[config.mk]
export PLATFORM = sky130hd
export DESIGN_NAME = multicycle_ctrl
export DESIGN_NICKNAME = d
export VERILOG_FILES = /design/src/rtl/multicycle_ctrl_pkg.sv /design/src/rtl/multicycle_ctrl_wait_timer.sv /design/src/rtl/multicycle_ctrl.sv
export SDC_FILE = /design/constraint.sdc
export NUM_CORES = 1
export LEC_CHECK = 0
export CAP_MARGIN = 20
export CORE_ASPECT_RATIO = 0.9
export CORE_MARGIN = 5
export CORE_UTILIZATION = 46
export CTS_BUF_LIST = sky130_fd_sc_hd__clkbuf_4 sky130_fd_sc_hd__clkbuf_8
export CTS_CLUSTER_DIAMETER = 50
export DETAILED_ROUTE_END_ITERATION = 16
export GPL_TIMING_DRIVEN = 0
export PLACE_DENSITY_LB_ADDON = 0.15
export RECOVER_POWER = 50
export SLEW_MARGIN = 25
export SYNTH_ARGS = -nofsm -noshare
export SYNTH_HDL_FRONTEND = slang
export SYNTH_SLANG_ARGS = --single-unit
[constraint.sdc]
create_clock -name clk -period 2.7 [get_ports clk]
set_input_delay 0.54 -clock clk [delete_from_list [all_inputs] [get_ports clk]]
set_output_delay 0.54 -clock clk [all_outputs]
set_load 0.02 [all_outputs]
[src/rtl/multicycle_ctrl_pkg.sv]
// Shared types for the multi-cycle RV32I sequencer: FSM states, opcodes,
// datapath select encodings and the control-word bundle.
package multicycle_ctrl_pkg;

    typedef enum logic [3:0] {
        FETCH,
        DECODE,
        EXEC_R,
        EXEC_I,
        LUI,
        ADDR,
        MEM_RD,
        MEM_WR,
        WB_ALU,
        WB_MEM,
        BRANCH,
        JAL,
        HALT,
        ERROR
    } state_e;

    localparam logic [6:0] OP_R      = 7'b0110011;
    localparam logic [6:0] OP_IMM    = 7'b0010011;
    localparam logic [6:0] OP_LUI    = 7'b0110111;
    localparam logic [6:0] OP_LOAD   = 7'b0000011;
    localparam logic [6:0] OP_STORE  = 7'b0100011;
    localparam logic [6:0] OP_BRANCH = 7'b1100011;
    localparam logic [6:0] OP_JAL    = 7'b1101111;
    localparam logic [6:0] OP_SYSTEM = 7'b1110011;

    typedef enum logic [1:0] {
        PC_SEQ    = 2'b00,
        PC_ALUOUT = 2'b01
    } pc_src_e;

    typedef enum logic [1:0] {
        SA_PC    = 2'b00,
        SA_OLDPC = 2'b01,
        SA_A     = 2'b10,
        SA_ZERO  = 2'b11
    } alu_src_a_e;

    typedef enum logic [1:0] {
        SB_B    = 2'b00,
        SB_IMM  = 2'b01,
        SB_FOUR = 2'b10
    } alu_src_b_e;

    typedef enum logic [1:0] {
        AOP_ADD   = 2'b00,
        AOP_SUB   = 2'b01,
        AOP_FUNCT = 2'b10
    } alu_op_e;

    typedef enum logic [1:0] {
        WB_ALUOUT = 2'b00,
        WB_MDR    = 2'b01,
        WB_PC     = 2'b10
    } wb_sel_e;

    typedef struct packed {
        logic       pc_load;
        logic       ir_load;
        logic       ab_load;
        logic       aluout_load;
        logic       mdr_load;
        logic       rf_we;
        logic       mem_read;
        logic       mem_write;
        logic       iord;
        pc_src_e    pc_src;
        alu_src_a_e alu_src_a;
        alu_src_b_e alu_src_b;
        alu_op_e    alu_op;
        wb_sel_e    wb_sel;
        logic       halted;
        logic       error;
    } ctrl_t;

    // States that own the shared memory port and therefore run the wait timer.
    function automatic logic is_mem_state(input state_e s);
        return (s == FETCH) || (s == MEM_RD) || (s == MEM_WR);
    endfunction

    function automatic logic retires_into_fetch(input state_e s);
        return (s == WB_ALU) || (s == WB_MEM) || (s == MEM_WR) ||
               (s == BRANCH) || (s == JAL);
    endfunction

endpackage

[src/rtl/multicycle_ctrl_wait_timer.sv]
// Memory wait timer: counts stalled cycles of a memory access and flags
// expiry once MEM_WAIT_MAX stalls have elapsed (MEM_WAIT_MAX = 0 never expires).
module ctrl_wait_timer #(
    parameter int TMR_W        = 4,
    parameter int MEM_WAIT_MAX = 15
) (
    input  logic clk,
    input  logic rst,
    input  logic clear_i,
    input  logic count_i,
    output logic expire_o
);

    localparam logic [TMR_W-1:0] MAX_C = TMR_W'(MEM_WAIT_MAX);

    if ((2 ** TMR_W) <= MEM_WAIT_MAX) begin : g_bad_width
        $error("ctrl_wait_timer: TMR_W too narrow for MEM_WAIT_MAX");
    end

    logic [TMR_W-1:0] cnt_q, cnt_d;

    always_comb begin
        cnt_d = cnt_q;
        if (clear_i) begin
            cnt_d = '0;
        end else if (count_i) begin
            cnt_d = cnt_q + 1'b1;
        end
    end

    always_ff @(posedge clk or negedge rst) begin
        if (!rst) begin
            cnt_q <= '0;
        end else begin
            cnt_q <= cnt_d;
        end
    end

    assign expire_o = (MEM_WAIT_MAX != 0) && (cnt_q == MAX_C);

endmodule

[src/rtl/multicycle_ctrl.sv]
// Moore sequencer for the multi-cycle RV32I datapath, one instruction in flight.
// Optional retired-instruction counter enabled by defining CTRL_INSTRET_EN.
module multicycle_ctrl
    import multicycle_ctrl_pkg::*;
#(
    parameter int MEM_WAIT_MAX = 15,
    parameter int TMR_W        = 4
`ifdef CTRL_INSTRET_EN
    ,
    parameter int CNT_W        = 32
`endif
) (
    input  logic       clk,
    input  logic       rst,
    input  logic       en,
    input  logic [6:0] opcode,
    input  logic       branch_cond,
    input  logic       mem_ready,
    output logic       pc_load,
    output logic       ir_load,
    output logic       ab_load,
    output logic       aluout_load,
    output logic       mdr_load,
    output logic       rf_we,
    output logic       mem_read,
    output logic       mem_write,
    output logic       iord,
    output logic [1:0] pc_src,
    output logic [1:0] alu_src_a,
    output logic [1:0] alu_src_b,
    output logic [1:0] alu_op,
    output logic [1:0] wb_sel,
    output logic       halted,
    output logic       error
`ifdef CTRL_INSTRET_EN
    ,
    output logic [CNT_W-1:0] instret
`endif
);

    state_e state_q, state_d;
    ctrl_t  ctrl_raw, ctrl_out;
    logic   tmr_clear, tmr_count, tmr_expire;

    always_ff @(posedge clk or negedge rst) begin
        if (!rst) begin
            state_q <= FETCH;
        end else begin
            state_q <= state_d;
        end
    end

    always_comb begin
        state_d  = state_q;
        ctrl_raw = '0;
        case (state_q)
            FETCH: begin
                ctrl_raw.mem_read  = 1'b1;
                ctrl_raw.iord      = 1'b0;
                ctrl_raw.alu_src_a = SA_PC;
                ctrl_raw.alu_src_b = SB_FOUR;
                ctrl_raw.alu_op    = AOP_ADD;
                if (mem_ready) begin
                    ctrl_raw.ir_load = 1'b1;
                    ctrl_raw.pc_load = 1'b1;
                    ctrl_raw.pc_src  = PC_SEQ;
                    state_d          = DECODE;
                end else if (tmr_expire) begin
                    state_d = ERROR;
                end
            end
            DECODE: begin
                // ALUOut captures OldPC+Imm so BRANCH/JAL can redirect without another ALU pass.
                ctrl_raw.ab_load     = 1'b1;
                ctrl_raw.aluout_load = 1'b1;
                ctrl_raw.alu_src_a   = SA_OLDPC;
                ctrl_raw.alu_src_b   = SB_IMM;
                ctrl_raw.alu_op      = AOP_ADD;
                case (opcode)
                    OP_R:                state_d = EXEC_R;
                    OP_IMM:              state_d = EXEC_I;
                    OP_LUI:              state_d = LUI;
                    OP_LOAD, OP_STORE:   state_d = ADDR;
                    OP_BRANCH:           state_d = BRANCH;
                    OP_JAL:              state_d = JAL;
                    OP_SYSTEM:           state_d = HALT;
                    default:             state_d = ERROR;
                endcase
            end
            EXEC_R: begin
                ctrl_raw.alu_src_a   = SA_A;
                ctrl_raw.alu_src_b   = SB_B;
                ctrl_raw.alu_op      = AOP_FUNCT;
                ctrl_raw.aluout_load = 1'b1;
                state_d              = WB_ALU;
            end
            EXEC_I: begin
                ctrl_raw.alu_src_a   = SA_A;
                ctrl_raw.alu_src_b   = SB_IMM;
                ctrl_raw.alu_op      = AOP_FUNCT;
                ctrl_raw.aluout_load = 1'b1;
                state_d              = WB_ALU;
            end
            LUI: begin
                ctrl_raw.alu_src_a   = SA_ZERO;
                ctrl_raw.alu_src_b   = SB_IMM;
                ctrl_raw.alu_op      = AOP_ADD;
                ctrl_raw.aluout_load = 1'b1;
                state_d              = WB_ALU;
            end
            ADDR: begin
                ctrl_raw.alu_src_a   = SA_A;
                ctrl_raw.alu_src_b   = SB_IMM;
                ctrl_raw.alu_op      = AOP_ADD;
                ctrl_raw.aluout_load = 1'b1;
                state_d              = (opcode == OP_LOAD) ? MEM_RD : MEM_WR;
            end
            MEM_RD: begin
                ctrl_raw.mem_read = 1'b1;
                ctrl_raw.iord     = 1'b1;
                if (mem_ready) begin
                    ctrl_raw.mdr_load = 1'b1;
                    state_d           = WB_MEM;
                end else if (tmr_expire) begin
                    state_d = ERROR;
                end
            end
            MEM_WR: begin
                ctrl_raw.mem_write = 1'b1;
                ctrl_raw.iord      = 1'b1;
                if (mem_ready) begin
                    state_d = FETCH;
                end else if (tmr_expire) begin
                    state_d = ERROR;
                end
            end
            WB_ALU: begin
                ctrl_raw.rf_we  = 1'b1;
                ctrl_raw.wb_sel = WB_ALUOUT;
                state_d         = FETCH;
            end
            WB_MEM: begin
                ctrl_raw.rf_we  = 1'b1;
                ctrl_raw.wb_sel = WB_MDR;
                state_d         = FETCH;
            end
            BRANCH: begin
                ctrl_raw.alu_src_a = SA_A;
                ctrl_raw.alu_src_b = SB_B;
                ctrl_raw.alu_op    = AOP_SUB;
                if (branch_cond) begin
                    ctrl_raw.pc_load = 1'b1;
                    ctrl_raw.pc_src  = PC_ALUOUT;
                end
                state_d = FETCH;
            end
            JAL: begin
                // PC was already advanced in FETCH, so it holds the link value.
                ctrl_raw.rf_we   = 1'b1;
                ctrl_raw.wb_sel  = WB_PC;
                ctrl_raw.pc_load = 1'b1;
                ctrl_raw.pc_src  = PC_ALUOUT;
                state_d          = FETCH;
            end
            HALT: begin
                ctrl_raw.halted = 1'b1;
            end
            ERROR: begin
                ctrl_raw.error = 1'b1;
            end
            default: begin
                state_d = ERROR;
            end
        endcase
        if (!en) begin
            state_d = state_q;
        end
    end

    // Reset drives every output low at once, independent of the clock.
    always_comb begin
        ctrl_out = ctrl_raw;
        if (!en) begin
            ctrl_out.pc_load     = 1'b0;
            ctrl_out.ir_load     = 1'b0;
            ctrl_out.ab_load     = 1'b0;
            ctrl_out.aluout_load = 1'b0;
            ctrl_out.mdr_load    = 1'b0;
            ctrl_out.rf_we       = 1'b0;
            ctrl_out.mem_read    = 1'b0;
            ctrl_out.mem_write   = 1'b0;
        end
        if (!rst) begin
            ctrl_out = '0;
        end
    end

    assign pc_load     = ctrl_out.pc_load;
    assign ir_load     = ctrl_out.ir_load;
    assign ab_load     = ctrl_out.ab_load;
    assign aluout_load = ctrl_out.aluout_load;
    assign mdr_load    = ctrl_out.mdr_load;
    assign rf_we       = ctrl_out.rf_we;
    assign mem_read    = ctrl_out.mem_read;
    assign mem_write   = ctrl_out.mem_write;
    assign iord        = ctrl_out.iord;
    assign pc_src      = ctrl_out.pc_src;
    assign alu_src_a   = ctrl_out.alu_src_a;
    assign alu_src_b   = ctrl_out.alu_src_b;
    assign alu_op      = ctrl_out.alu_op;
    assign wb_sel      = ctrl_out.wb_sel;
    assign halted      = ctrl_out.halted;
    assign error       = ctrl_out.error;

    // Any state change restarts the timer, so each memory access starts from zero.
    assign tmr_clear = en && (state_d != state_q);
    assign tmr_count = en && is_mem_state(state_q) && !mem_ready;

    ctrl_wait_timer #(
        .TMR_W        (TMR_W),
        .MEM_WAIT_MAX (MEM_WAIT_MAX)
    ) u_wait_timer (
        .clk      (clk),
        .rst      (rst),
        .clear_i  (tmr_clear),
        .count_i  (tmr_count),
        .expire_o (tmr_expire)
    );

`ifdef CTRL_INSTRET_EN
    logic [CNT_W-1:0] instret_q, instret_d;

    always_comb begin
        instret_d = instret_q;
        if (en && (state_d == FETCH) && retires_into_fetch(state_q)) begin
            instret_d = instret_q + 1'b1;
        end
    end

    always_ff @(posedge clk or negedge rst) begin
        if (!rst) begin
            instret_q <= '0;
        end else begin
            instret_q <= instret_d;
        end
    end

    assign instret = instret_q;
`endif

endmodule

After elaboration in Yosys (flattened, before gate mapping)
Index checks and enable logic that the tools add are counted.
{"block": "totals", "regBits": 8, "latchBits": 0, "ram_bits": 0, "mem_bits_ro": 0, "inputBits": 12, "out_inout_bits": 21, "word_cells": 72, "mem_count": 0}
{"block": "classes", "n_addsub": 1, "mul": 0, "n_div": 0, "magnitude_cmp": 0, "eq_ne": 23, "shift": 0, "n_mux": 30, "bitwise_logic": 0, "n_reduce_logical": 16}
{"operator": "$pmux W6 S7", "n": 1}
{"operator": "$pmux W4 S8", "n": 1}
{"operator": "$eq A4 B4 Y1 const B", "n": 7}
{"operator": "$mux W4", "n": 7}
{"operator": "$pmux W4 S7", "n": 1}
{"operator": "$eq A7 B6 Y1 const B", "n": 3}
{"operator": "$eq A7 B7 Y1 const B", "n": 3}
{"operator": "$mux W21", "n": 1}
{"operator": "$eq A4 B3 Y1 const B", "n": 4}
{"operator": "$mux W1", "n": 14}
{"operator": "$eq A4 B2 Y1 const B", "n": 2}
{"operator": "$mux W8", "n": 1}
{"operator": "$reduce_or A2 Y1", "n": 4}
{"operator": "$eq A7 B2 Y1 const B", "n": 1}
{"operator": "$eq A7 B5 Y1 const B", "n": 1}
{"operator": "$reduce_or A3 Y1", "n": 2}
{"operator": "$reduce_or A5 Y1", "n": 1}
{"operator": "$add A4 B1 Y4 const B", "n": 1}
{"operator": "$eq A4 B1 Y1 const B", "n": 1}
{"operator": "$logic_not A4 Y1", "n": 1}
{"operator": "$ne A4 B4 Y1", "n": 1}
{"operator": "$pmux W2 S2", "n": 1}
{"operator": "$reduce_or A4 Y1", "n": 1}
{"operator": "$logic_and A1 B1 Y1", "n": 3}
{"operator": "6 further kinds", "n": 7}

Depth between registers and ports, before layout
{"block": "depth", "word_depth": 8, "mapped_depth": 8, "mapped_depth_nobuf": 7}

Cells and area by module
A second synthesis with hierarchy kept.
{"block": "unflattened", "hier_cells": 130, "hier_area_um2": 944.7}
{"mod": "multicycle_ctrl", "n_inst": 1, "cells_per_inst": 113, "area_per_inst_um2": 745.7, "seq_area_each_um2": 100.1}
{"mod": "ctrl_wait_timer", "n_inst": 1, "cells_per_inst": 17, "area_per_inst_um2": 198.9, "seq_area_each_um2": 100.1}

Least setup slack after synthesis
OpenSTA, ideal clock, no wires.
{"block": "synth_path", "path_kind": "reg-to-output", "startpoint": "register state_q[1]", "endpoint": "output mem_read", "t_arrival_ns": 1.609, "t_required_ns": 2.160, "setup_slack_ns": 0.551, "path_stages_with_launch": 5, "path_buffers": 2, "path_cell_list": "dfrtp_1 -> clkbuf_1 -> clkbuf_1 -> xor2_1 -> nor4_1"}
{"block": "synth_via", "elab_chain_len": 5, "word_cells_on_any_way": 6, "cone_classes": "eq/ne: 1; mux: 3; reduce/logical: 2"}
{"item": "start: declaration", "line": "multicycle_ctrl.sv:41", "rtl": "state_e state_q, state_d;"}
{"item": "start signal: assignment", "line": "multicycle_ctrl.sv:49", "rtl": "state_q <= state_d;"}
{"item": "$eq A4 B3 Y1 or $logic_not A4 Y1 (tied branches)", "line": "multicycle_ctrl.sv:56", "rtl": "case (state_q)"}
{"item": "$reduce_or A2 Y1 (no source line) (*)"}
{"item": "$mux W1 (*)", "line": "multicycle_ctrl.sv:56"}
{"item": "$mux W8 (*)", "line": "multicycle_ctrl.sv:183", "rtl": "if (!en) begin"}
{"item": "$mux W21 (*)", "line": "multicycle_ctrl.sv:193", "rtl": "if (!rst) begin"}
{"item": "end: declaration", "line": "multicycle_ctrl.sv:25", "rtl": "output logic mem_read,"}
Every way passes the cells marked *; elsewhere a longest branch is shown, timed or not.

Worst setup path after layout
{"block": "layout_path", "startpoint": "register state_q[3]", "endpoint": "output iord"}
{"block": "layout_via", "elab_chain_len": 4, "word_cells_on_any_way": 5, "cone_classes": "eq/ne: 2; mux: 2; reduce/logical: 1"}
{"item": "$eq A4 B3 Y1", "line": "multicycle_ctrl.sv:56"}
{"item": "$reduce_or A2 Y1 (no source line) (*)"}
{"item": "$mux W1 (*)", "line": "multicycle_ctrl.sv:56"}
{"item": "$mux W21 (*)", "line": "multicycle_ctrl.sv:193"}
{"item": "end: declaration", "line": "multicycle_ctrl.sv:27", "rtl": "output logic iord,"}
Marked as above.

==> out/metrics.csv <==
metric,value,unit
path_cells,"buf_2, inv_1, clkbuf_2, nand2_1, nor2_1, clkdlybuf4s50_1",
drc,0,
r2r_start,state_q[2]$_DFF_PN0_,
area_delta_synth_final,38.2,%
io_pins,33,
die_y,52.6,microns
critPathMaxStageDelay,0.62,ns
ir_drop,404,uV
r2r_cells,6,
postSynthCellCount,132,
drt-initial-drc-count,47,
coreArea,0.00191,sq mm
fp.dieArea,0.00302,sq mm
setup_ws,0.118,ns
synth_cell_type_count,44,
clkLatencyLatePin,0.28,ns
grt_pass1_vias,1099,
gr-total-overflow,0,
start_util,0.486,
route.vias.total,1146,
async_flop_share,1.00,
cts_buffers,3,
grt_max_degree,11,
syn-cell-area,930,sq um
syn_nets,145,
avgSynthCellArea,7.04,sq um
tightest_slew,0.613,ns
timing.rr.end,u_wait_timer.cnt_q[3]$_DFFE_PN0P_,
cts-hold-fix-buffers,0,
drv_cap,0,
antenna_cells,0,
finalNetCount,181,
worst-path-buf-inv,4,
cts_setup_buffers,0,
arrival,2.04,ns
cts_tree,built,
post-place-ws,-0.554,ns
criticalPathCategory,register to primary output,
maxSlewHeadroom,0.591,
reg2reg_setup_slack,0.48,ns
p_leak,0.641,nW
end_kind,primary output,
seq_area_frac_synth,0.215,
crit_required,2.16,ns
holdWs,0.209,ns
cp_top_family,buffers and inverters,
fin_util,0.671,
clkSlewWorstSetupHoldPaths,0.06,ns
rows,15,
max_freq,387,MHz
critPathLaunchType,register,
setup_viol,0,
port_buffers,31,
hold_viol_final,0,
cpMaxStageDelayCell,clkdlybuf4s50_1,
clock_skew,0.00368,ns
synth_edf_count,0,
clock-root-buffer,clkbuf_4,
drt-vias-per-instance,6.00,
cts.sinks,8,
path_max_fanout,10,
post-dp-hpwl,2.10,mm
ys_ff_latch,8,
track_usage,0.203,
hp-class,input port to async pin,
grt_pass1_wl,4.85,mm
clockBufferDepth,2,
yosys_warnings,0,
drt_wl_total,2.87,mm
cellPowerDensity,746,mW/mm^2
wl_per_cell,15.0,microns
period_share,0.956,
antenna_left,0,
timing.final.crit_period,2.58,ns
dr.pass1.iters,4,
rsz0062_at_grt,no,
status,"finished, final reports clean",
antenna_found_initial,0,
cts_htree_levels,1,
synth_ff_type,dfrtp_1,
place_congestion,0.854,
drive_gt1_frac,0.127,
die_w,57.4,microns
slew_violations,0,
## metal layers
metal	global-route usage	part of all wire	wire length (microns)
met4	0.0618	0.0066	19
met3	0.0690	0.11	313
met5	0	0	0
met1	0.259	0.41	1190
met2	0.320	0.47	1350
## cells in the mapped netlist, types with 2 or more instances
cell	count	area share
nor2_1	18	0.073
nand2_1	14	0.057
a21oi_1	11	0.059
dfrtp_1	8	0.22
o21ai_0	7	0.038
clkbuf_1	6	0.024
nand3_1	5	0.027
inv_1	4	0.016
nand2b_1	4	0.027
nor2b_1	4	0.027
nor3_1	4	0.022
or3_1	4	0.027
xor2_1	4	0.038
and3_1	3	0.020
a21o_1	2	0.016
buf_2	2	0.011
mux2i_1	2	0.022
nor4_1	2	0.013
o21a_1	2	0.016
o22ai_1	2	0.013
## worst max-delay path by stage
stage / startpoint / end / slack, ns / depth (start not counted)
floorplan: state_q[1]$_DFF_PN0_ / mem_read / 0.55 / 4
global placement: rst / mem_read / -0.53 / 5
detailed placement: rst / mem_read / -0.55 / 5
CTS: en / ab_load / 0.02 / 5
global route: state_q[3]$_DFF_PN0_ / alu_op[1] / 0.03 / 6
finish: state_q[3]$_DFF_PN0_ / iord / 0.12 / 6
## final cells by class
cell class / count / area [sq um]
tap: 25 / 31.3
fill: 178 / 629
buffer: 11 / 63.8
clock buffer: 3 / 22.5
sequential: 8 / 200
multi-input combinational: 109 / 662
timing repair buffer: 31 / 290
inverter: 4 / 15.0
## sequential cells by signal, indices dropped and copies added, names as in the netlist
register,cells
state_q,4
u_wait_timer.cnt_q,4
## timing repair
action | in CTS | in global routing
endpoints found under the setup margin | 20 | 9
gates cloned | 0 | 0
gates resized for setup | 17 | 14
## cells in the final DEF, fill, tap and decap left out, types with 2 or more instances in the layout
cell type	n
nor2b_1	4
o21ai_0	7
a21oi_1	11
buf_2	4
dfrtp_1	8
clkbuf_4	3
a21o_1	2
nor2_1	18
xor2_1	4
inv_1	4
and3_1	3
nand2_1	14
o21a_1	2
clkbuf_1	3
nor3_1	4
dlygate4sd2_1	6
nor4_1	2
nand2b_1	3
dlymetal6s2s_1	4
nand3_1	5
or3_1	4
o22ai_1	2
clkdlybuf4s50_1	14
mux2i_1	2
clkbuf_2	6
## power breakdown
| group | switching [mW] | internal, mW |
|---|---|---|
| combinational | 0.420 | 0.272 |
| clock | 0.0531 | 0.0517 |
| sequential | 0.0145 | 0.147 |
| total | 0.488 | 0.470 |
## worst reg2reg max path, stage by stage, from the launching register on
cell and delay (ns):
dfrtp_1 0.36, buf_2 0.17, or3_4 0.42, or3_1 0.42, a221o_1 0.33, a22o_1 0.28
a21oi_1 0.16
## cell families (layout without fill, tap and decap cells)
kind of cell,after synthesis,after routing,share of synthesized area
mux,2,2,0.0215
other cells,1,1,0.00403
fa+ha+maj,1,1,0.0135
buf+inv,15,49,0.0754
flops,8,8,0.215
simple gates,64,64,0.357
compound gates,37,37,0.276
xor+xnor,4,4,0.0377
## stage by stage
| step | cell area (sq um) | power, mW | std cells | setup TNS, ns |
|---|---|---|---|---|
| after detailed placement | 1270 | 0.844 | 188 | -8.15 |
| after global routing | 1280 | 1.03 | 191 | 0 |
| after CTS | 1290 | 0.942 | 191 | 0 |
| final | 1280 | 0.958 | 191 | 0 |
| after global placement | 1270 | 0.828 | 188 | -7.79 |
| after floorplan | 930 | 0.639 | 132 | 0 |
Power figures use the tool's default switching activity.
